## src/rtl/mem_stage_lsu.sv

```systemverilog
// ---------------------------------------------------------------------------
// mem_stage_lsu
//
// Load/store stage between EX and write-back. A result accepted from EX is
// either passed straight through (no memory access), rejected with an
// access_fault strobe (illegal or misaligned access), or turned into a
// handshaked data-memory request that is held until dmem_ack arrives or the
// response timeout expires. Loads are lane-extracted and sign/zero extended
// before being presented to the register file.
//
// Parameters
//   XLEN        data width, 32 or 64
//   ADDR_WIDTH  byte-address width of dmem_addr
//   TIMEOUT     WAIT cycles allowed without dmem_ack before bus_fault (>= 1)
//
// Ports
//   clk, rst          rising-edge clock, synchronous active-high reset
//   valid_i           EX result valid this cycle
//   alu_result        effective address / ALU value
//   mem_read          load request
//   mem_write         store request
//   mem_to_reg        1: write back load data, 0: write back alu_result
//   funct3            RISC-V access size/sign encoding
//   store_data        rs2 value to store
//   stall_o           hold upstream inputs stable
//   dmem_req          memory request, held until ack or timeout
//   dmem_we           1 = write
//   dmem_addr         word-aligned byte address
//   dmem_be           byte enables
//   dmem_wdata        store data replicated into every byte lane
//   dmem_rdata        read data, valid with dmem_ack
//   dmem_ack          one-cycle completion strobe
//   write_back_data   result to register file
//   wb_valid          one-cycle strobe: write_back_data valid
//   access_fault      one-cycle strobe: misaligned or illegal access
//   bus_fault         one-cycle strobe: response timeout
// ---------------------------------------------------------------------------
module mem_stage_lsu #(
    parameter int XLEN       = 32,
    parameter int ADDR_WIDTH = 32,
    parameter int TIMEOUT    = 15
) (
    input  logic                  clk,
    input  logic                  rst,
    input  logic                  valid_i,
    input  logic [XLEN-1:0]       alu_result,
    input  logic                  mem_read,
    input  logic                  mem_write,
    input  logic                  mem_to_reg,
    input  logic [2:0]            funct3,
    input  logic [XLEN-1:0]       store_data,
    output logic                  stall_o,
    output logic                  dmem_req,
    output logic                  dmem_we,
    output logic [ADDR_WIDTH-1:0] dmem_addr,
    output logic [XLEN/8-1:0]     dmem_be,
    output logic [XLEN-1:0]       dmem_wdata,
    input  logic [XLEN-1:0]       dmem_rdata,
    input  logic                  dmem_ack,
    output logic [XLEN-1:0]       write_back_data,
    output logic                  wb_valid,
    output logic                  access_fault,
    output logic                  bus_fault
);

    localparam int NB   = XLEN / 8;
    localparam int OFFW = $clog2(NB);
    localparam int CW   = $clog2(TIMEOUT + 1);

    typedef enum logic {
        S_IDLE = 1'b0,
        S_WAIT = 1'b1
    } state_t;

    state_t                state_q, state_n;
    logic [CW-1:0]         cnt_q, cnt_n;
    logic                  we_q, we_n;
    logic [ADDR_WIDTH-1:0] addr_q, addr_n;
    logic [NB-1:0]         be_q, be_n;
    logic [XLEN-1:0]       wdata_q, wdata_n;
    logic                  load_q, load_n;
    logic                  m2r_q, m2r_n;
    logic [1:0]            size_q, size_n;
    logic                  uns_q, uns_n;
    logic [OFFW-1:0]       off_q, off_n;
    logic [XLEN-1:0]       alu_q, alu_n;
    logic [XLEN-1:0]       wbd_q, wbd_n;
    logic                  wbv_q, wbv_n;
    logic                  af_q, af_n;
    logic                  bf_q, bf_n;

    // Request decode, all taken straight from the EX-side inputs
    logic [1:0]            acc_size;
    logic                  acc_unsigned;
    logic [OFFW-1:0]       acc_off;
    logic                  legal_f3;
    logic [OFFW-1:0]       align_mask;
    logic [NB-1:0]         size_mask;
    logic [NB-1:0]         acc_be;
    logic [XLEN-1:0]       rep_wdata;
    logic [ADDR_WIDTH-1:0] addr_aligned;
    logic                  misaligned;
    logic                  illegal;

    // Load return path
    logic [XLEN-1:0]       lane;
    logic                  sign_bit;
    logic [XLEN-1:0]       load_ext;

    assign acc_size     = funct3[1:0];
    assign acc_unsigned = funct3[2];
    assign acc_off      = alu_result[OFFW-1:0];
    assign addr_aligned = ADDR_WIDTH'(alu_result) & ~ADDR_WIDTH'(NB - 1);

    // Which funct3 codes are real loads/stores depends on XLEN: the double
    // and word-unsigned forms exist only on a 64-bit datapath.
    always_comb begin
        legal_f3 = 1'b0;
        if (mem_read) begin
            case (funct3)
                3'b000, 3'b001, 3'b010, 3'b100, 3'b101: legal_f3 = 1'b1;
                3'b011, 3'b110:                         legal_f3 = (XLEN == 64);
                default:                                legal_f3 = 1'b0;
            endcase
        end else begin
            case (funct3)
                3'b000, 3'b001, 3'b010: legal_f3 = 1'b1;
                3'b011:                 legal_f3 = (XLEN == 64);
                default:                legal_f3 = 1'b0;
            endcase
        end
    end

    // align_mask keeps the low 'size' offset bits, which must all be zero for
    // a naturally aligned access; size_mask has one bit per accessed byte.
    always_comb begin
        align_mask = '0;
        for (int i = 0; i < OFFW; i++) begin
            align_mask[i] = (i < int'(acc_size));
        end
        size_mask = '0;
        for (int i = 0; i < NB; i++) begin
            size_mask[i] = (i < (1 << acc_size));
        end
    end

    assign misaligned = |(acc_off & align_mask);
    assign illegal    = (mem_read & mem_write) | ~legal_f3 | misaligned;
    assign acc_be     = size_mask << acc_off;

    // Replicating the store value across every lane means the memory only has
    // to honour the byte enables; no shifter is needed on the write side.
    always_comb begin
        rep_wdata = store_data;
        case (acc_size)
            2'd0:    rep_wdata = {NB{store_data[7:0]}};
            2'd1:    rep_wdata = {(NB / 2){store_data[15:0]}};
            2'd2:    rep_wdata = {(NB / 4){store_data[31:0]}};
            default: rep_wdata = store_data;
        endcase
    end

    // Shift the addressed lane down to bit 0, then extend from the access
    // width. Only legal sizes ever reach WAIT, so size 3 implies XLEN=64.
    assign lane = dmem_rdata >> {off_q, 3'b000};

    always_comb begin
        case (size_q)
            2'd0:    sign_bit = lane[7];
            2'd1:    sign_bit = lane[15];
            2'd2:    sign_bit = lane[31];
            default: sign_bit = lane[XLEN-1];
        endcase
        load_ext = '0;
        for (int i = 0; i < XLEN; i++) begin
            if (i < (8 << size_q)) begin
                load_ext[i] = lane[i];
            end else begin
                load_ext[i] = ~uns_q & sign_bit;
            end
        end
    end

    // Next-state and next-register logic. Strobes default low so each one
    // lasts exactly one cycle; the request-side registers only change on
    // entering or leaving WAIT, which keeps them stable while the request
    // is outstanding.
    always_comb begin
        state_n = state_q;
        cnt_n   = cnt_q;
        we_n    = we_q;
        addr_n  = addr_q;
        be_n    = be_q;
        wdata_n = wdata_q;
        load_n  = load_q;
        m2r_n   = m2r_q;
        size_n  = size_q;
        uns_n   = uns_q;
        off_n   = off_q;
        alu_n   = alu_q;
        wbd_n   = wbd_q;
        wbv_n   = 1'b0;
        af_n    = 1'b0;
        bf_n    = 1'b0;

        case (state_q)
            S_IDLE: begin
                if (valid_i) begin
                    if (!mem_read && !mem_write) begin
                        wbv_n = 1'b1;
                        wbd_n = alu_result;
                    end else if (illegal) begin
                        af_n = 1'b1;
                    end else begin
                        state_n = S_WAIT;
                        cnt_n   = '0;
                        we_n    = mem_write;
                        addr_n  = addr_aligned;
                        be_n    = acc_be;
                        wdata_n = mem_write ? rep_wdata : '0;
                        load_n  = mem_read;
                        m2r_n   = mem_to_reg;
                        size_n  = acc_size;
                        uns_n   = acc_unsigned;
                        off_n   = acc_off;
                        alu_n   = alu_result;
                    end
                end
            end

            S_WAIT: begin
                // Ack is tested first so an ack in the final allowed cycle
                // completes normally instead of faulting.
                if (dmem_ack || (cnt_q == CW'(TIMEOUT - 1))) begin
                    state_n = S_IDLE;
                    cnt_n   = '0;
                    we_n    = 1'b0;
                    addr_n  = '0;
                    be_n    = '0;
                    wdata_n = '0;
                    if (dmem_ack) begin
                        if (load_q) begin
                            wbv_n = 1'b1;
                            wbd_n = m2r_q ? load_ext : alu_q;
                        end
                    end else begin
                        bf_n = 1'b1;
                    end
                end else begin
                    cnt_n = cnt_q + 1'b1;
                end
            end

            default: begin
                state_n = S_IDLE;
            end
        endcase
    end

    // State and datapath registers; reset clears everything, which also
    // abandons any outstanding request so a late ack lands in IDLE.
    always_ff @(posedge clk) begin
        if (rst) begin
            state_q <= S_IDLE;
            cnt_q   <= '0;
            we_q    <= 1'b0;
            addr_q  <= '0;
            be_q    <= '0;
            wdata_q <= '0;
            load_q  <= 1'b0;
            m2r_q   <= 1'b0;
            size_q  <= '0;
            uns_q   <= 1'b0;
            off_q   <= '0;
            alu_q   <= '0;
            wbd_q   <= '0;
            wbv_q   <= 1'b0;
            af_q    <= 1'b0;
            bf_q    <= 1'b0;
        end else begin
            state_q <= state_n;
            cnt_q   <= cnt_n;
            we_q    <= we_n;
            addr_q  <= addr_n;
            be_q    <= be_n;
            wdata_q <= wdata_n;
            load_q  <= load_n;
            m2r_q   <= m2r_n;
            size_q  <= size_n;
            uns_q   <= uns_n;
            off_q   <= off_n;
            alu_q   <= alu_n;
            wbd_q   <= wbd_n;
            wbv_q   <= wbv_n;
            af_q    <= af_n;
            bf_q    <= bf_n;
        end
    end

    // Stall is masked during reset so every output reads 0 while rst is high.
    assign stall_o = ~rst & (((state_q == S_IDLE) & valid_i & (mem_read | mem_write))
                             | (state_q == S_WAIT));

    assign dmem_req        = (state_q == S_WAIT);
    assign dmem_we         = we_q;
    assign dmem_addr       = addr_q;
    assign dmem_be         = be_q;
    assign dmem_wdata      = wdata_q;
    assign write_back_data = wbd_q;
    assign wb_valid        = wbv_q;
    assign access_fault    = af_q;
    assign bus_fault       = bf_q;

endmodule
```

## config.mk

```make
export PLATFORM = sky130hd
export DESIGN_NAME = mem_stage_lsu
export DESIGN_NICKNAME = d
export VERILOG_FILES = /design/src/rtl/mem_stage_lsu.sv
export SDC_FILE = /design/constraint.sdc
export NUM_CORES = 1
export LEC_CHECK = 0
export BUFFER_PORTS_ARGS = -buffer_cell sky130_fd_sc_hd__buf_2
export CAP_MARGIN = 20
export CORE_UTILIZATION = 45
export CTS_BUF_LIST = sky130_fd_sc_hd__clkbuf_16
export DETAILED_ROUTE_END_ITERATION = 8
export HOLD_SLACK_MARGIN = 0.03
export PLACE_DENSITY = 0.72
export SYNTH_ARGS = -nofsm -noshare
export SYNTH_HDL_FRONTEND = slang
export SYNTH_SLANG_ARGS = --single-unit
```

## constraint.sdc

```tcl
create_clock -name clk -period 2.6 [get_ports clk]
set_clock_uncertainty 0.2 [all_clocks]
set_input_delay 0.78 -clock clk [delete_from_list [all_inputs] [get_ports clk]]
set_output_delay 0.78 -clock clk [all_outputs]
set_load 0.02 [all_outputs]
```

Word level (Yosys, flattened, before mapping). Index checks and enable logic that the tools add are counted.

Register bits: 148. Logic and storage cells: 189.

$add $sub $neg: 1. Order comparisons: 38. Eq/ne operators: 14. Shift operators: 4. Muxes and demuxes: 82. Bitwise operators: 18. Reduce and logical (&&, ||, !) cells: 16.

Operators with widths (count): < comparator 6 x 32 -> 1 bit, first input constant (16); 2-to-1 mux 32 bit (14); < comparator 5 x 32 -> 1 bit, first input constant (8); one-hot mux 32 bit (2 select lines) (4); < comparator 3 x 32 -> 1 bit, first input constant (4); < comparator 4 x 32 -> 1 bit, first input constant (4); < comparator 1 x 32 -> 1 bit, first input constant (2); < comparator 2 x 32 -> 1 bit, first input constant (2); 2-to-1 mux 1 bit (50); 2-to-1 mux 4 bit (8); << shifter 1 x 2 -> 32 bit, first input constant (1); << shifter 4 x 2 -> 32 bit, first input constant (1); >> shifter 32 x 5 -> 32 bit (1); one-hot mux 4 bit (2 select lines) (2); != test 2 bit, second input constant (5); inverter 1 bit (8); one-hot mux 1 bit (2 select lines) (4); AND reduction 4 bit (2); equality test 3 bit, second input constant (2); OR reduction 3 bit (2); bitwise AND 1 bit (5); AND reduction 5 bit (1); OR reduction 5 bit (1); adder 4 x 1 -> 4 bit, second input constant (1); 17 further kinds (25).

Logic depth before layout (Yosys ltp).
Depth in word-level cells: 11. Mapped depth: 9. Mapped depth without buffers: 7.

Worst setup path after synthesis. OpenSTA, ideal clock, no wires.

Path type: input to register. Start: input funct3[0]. End: register wdata_q[14] (netlist: dmem_wdata[14]). Data arrival time: 2197 ps. Path slack: 134 ps. Stages: 7. Buffers on the path: 3. Cells stage by stage: buf_2 nor4_4 a21oi_2 or4b_1 buf_2 buf_6 o2bb2ai_2.

Longest elaborated chain between the ends: 9. Elaborated cells on any way between the ends: 27. Those cells by class: order compare: 2; eq/ne: 6; mux: 9; bitwise: 4; reduce/logical: 6.

RTL lines: start: declaration (RTL line 50) `input logic [2:0] funct3,`; equality test 3 x 1 -> 1 bit, or another cell as far along (RTL line 120, 126); OR reduction 5 bit / OR reduction 3 bit (equally long branches) (RTL line 120, 126); 2-to-1 mux 1 bit (on tied branches) (RTL line 120, 126); 2-to-1 mux 1 bit (RTL line 119) `if (mem_read) begin`; inverter 1 bit (RTL line 148) `assign illegal = (mem_read & mem_write) | ~legal_f3 | misaligned;`; bitwise OR 1 bit (2 in a row) (RTL line 148); != test 2 bit (no line); AND reduction 4 bit (no line); end signal: assignment (RTL line 286) `wdata_q <= wdata_n;`; end: declaration (RTL line 80) `logic [XLEN-1:0] wdata_q, wdata_n;`.

Several ways; a longest one is shown, not always the timed one. The select of a mux whose other input is x is not followed. A chain may end at the register's enable or synchronous reset.

Worst setup path in the final report.
Start: input mem_read. End: output stall_o.

Longest elaborated chain between the ends: 4.

RTL lines: start: declaration (RTL line 47) `input logic mem_read,`; bitwise OR 1 bit (RTL line 301) `assign stall_o = ~rst & (((state_q == S_IDLE) & valid_i & (mem_read | mem_write))`; bitwise AND 1 bit (RTL line 301); bitwise OR 1 bit (RTL line 302) `| (state_q == S_WAIT));`; bitwise AND 1 bit (RTL line 301); end: declaration (RTL line 52) `output logic stall_o,`.

No other way between the ends.

==> metrics.txt <==
Worst path slowest cell=buf_2; Port Buffers=209; FF+latch count, synth=144; Layout Cells excl Fill=1,150; final wirelength=20,200 um; CTS Buf Count=17; post-CTS setup buffers=0; main area contributors after synthesis=dfxtp_1 (44%), mux2i_1 (7.3%), nand2_1 (7.0%); total gr overflow=0; worst hold path class=reg2reg; top-count cell post-synth=dfxtp_1; Tot Pwr=0.00545 W; P_int=0.00404 W; area grow syn2layout=28.8%; gpl congestion=0.888; Clk pwr share=44.8%; Reg power frac=42.5%; H-Tree Depth=4; hold_buf cts=0; Finished Cell Area=8490 um2; net switching power=0.00141 W; Synth top area share=43.8%; height of the die=123 um; GRT Total Usage=27.1%; Sw Ratio=25.9%; die width=123 um; FILL cells=1,263; largest net degree at the start of global routing=58; CTS tree=done; post-DP HPWL=14,300 um; number of flops mapped to enable cells by yosys=0; fin crit period=2.37 ns; setup_tns=0 ns; WP buf/inv=2; Synth Warn #=0; CP Max Fanout=7; layout cells sized above 1=30.2%; placed cells=1,118; Final #Nets=1,065; delay-heaviest family, CP=buffers and inverters; CP dominant cell by count=buf_2; actual slew at the worst max-slew pin=0.629 ns; CTS root buffer=clkbuf_16; leakage=3.64 nW; critical path class=in2out; DRC=0; cell count after synthesis=762; worst stage delay on the critical path=0.18 ns; starting density of the core=46.7%; Combinational Power Share=12.7%; Max VDD drop=456 uV; RSZ-0062 raised after global routing=false; PD cells=642 nW/um2; crit share post-route=91.1%; largest area contributor in the netlist=dfxtp_1; clk_lat worst skew=0.41 ns; setup violators final=0; total die area=15,100 um2; CP required=1.62 ns; CTS resizes=0; initial antenna violation count=0; Async S/R FF share, synth=0%; Wirelength per Cell=17.6 um; worst relative slew slack=57.9%; Starting DRT DRC Count=524; Unique masters post-synth=46; worst-path cell chain=buf_2 > o21ai_0 > a21oi_1 > buf_2; antenna cells=0; vias in the first global route=5,898; CP Data Arrival Time=1.39 ns; Post-DP Area=7890 um2; Post-synth top cells=dfxtp_1 (144), nand2_1 (122), a21oi_1 (85); Clock Tree Buf Depth=2; routed vias/inst=5.69; global-route wire length before repair=31,300 um; CP startpoint kind=primary input; clock-pin slew on the worst setup and hold paths=0.06 ns; Final ANT Viol Nets=0; Post-synth top flop=dfxtp_1; Pins Over Slew Limit=0; Util after Layout=60.2%; Seq/Total Area, Yosys=43.8%; clk sinks=144; I/O pin cnt=212; Initial DRT Pass Iterations=5; Hold Vio Cnt, Final=0; vias=6,545; Synth Area per Inst=8.65 um2; core footprint=14,100 um2; highest clock rate=422 MHz; Rows=43; Worst setup EP type=primary output; synthesized area=6590 um2; Max Cap Violations=0; status=finished clean
## power by group through the flow
stage          sequential (W)  clock (W)  combinational (W)
2_1_floorplan         0.00241          0           0.000347
3_3_place_gp          0.00236          0           0.000683
3_5_place_dp          0.00236          0           0.000690
4_1_cts               0.00231    0.00248           0.000693
5_1_grt               0.00232    0.00258           0.000757
6_report              0.00231    0.00244           0.000695
## final cells by class
cell class	count	area, um2	share of cell area [%]
clock buffers	17	425	5.01
clock inverters	15	170	2.01
inverters	2	7.51	0.0885
multi-input cells	547	3410	40.2
flip-flops and latches	144	2880	34.0
well taps	180	225	2.65
repair buffers	245	1370	16.1
## worst reg2reg max path: cells and delay by family (launching register included)
family	cells	cell delay, ns
DFF	1	0.40
AOI/OAI and AO/OA	2	0.50
and+or+nand+nor	1	0.54
buffers and inverters	1	0.29
## per-stage QoR
step           hold WS (ns)  worst slack (ns)
2_1_floorplan         0.233             0.134
3_3_place_gp          0.237             0.147
3_5_place_dp          0.244             0.120
4_1_cts               0.252             0.230
5_1_grt               0.268             0.206
6_report              0.250             0.231
## routing by layer
layer | vias up | wire (um) | GRT usage, %
met1 | 3055 | 8800 | 36.2
met2 | 332 | 9190 | 42.9
met3 | 26 | 1830 | 6.46
met5 | - | 0 | 0
li1 | 3132 | - | -
met4 | 0 | 356 | 9.26
## worst paths after layout
check	start	to	slack, ns	cells past startpoint
max	mem_read	stall_o	0.23	4
max reg2reg	off_q[0]	write_back_data[26]	0.57	4
min	write_back_data[0]	write_back_data[0]	0.25	2
min reg2reg	write_back_data[0]	write_back_data[0]	0.25	2
## placed cells by master, fill, tap and decap left out, drive strengths merged, types with 5 or more instances in the layout
| cell | Yosys | routed |
|---|---|---|
| mux2i | 48 | 48 |
| clkbuf | 39 | 17 |
| nor2b | 8 | 8 |
| nand2b | 8 | 8 |
| clkinvlp | 0 | 5 |
| a22oi | 8 | 8 |
| clkinv | 1 | 6 |
| a311oi | 7 | 7 |
| buf | 31 | 245 |
| a211oi | 42 | 42 |
| o21ai | 31 | 31 |
| nor2 | 70 | 70 |
| a22o | 50 | 50 |
| a21oi | 87 | 87 |
| o211ai | 7 | 7 |
| dfxtp | 144 | 144 |
| o2bb2ai | 19 | 19 |
| a221oi | 6 | 6 |
| nand2 | 122 | 122 |
## sequential cells by signal, indices dropped and copies added (netlist names), 2 cells and up
| name | cells |
|---|---|
| size_q | 2 |
| cnt_q | 4 |
| dmem_be | 4 |
| dmem_wdata | 32 |
| alu_q | 31 |
| dmem_addr | 30 |
| write_back_data | 32 |
## cell families after synthesis
logic type,Yosys count,share of synthesized area [%]
multiplexers,49,7.46
buffers and inverters,72,4.90
AO/OA/AOI/OAI,270,29.0
XOR/XNOR,1,0.133
adder cells (fa/ha/maj),2,0.380
AND/OR/NAND/NOR,223,14.3
other,1,0.0569
flip-flops,144,43.8
(Power assumes the default switching activity.)
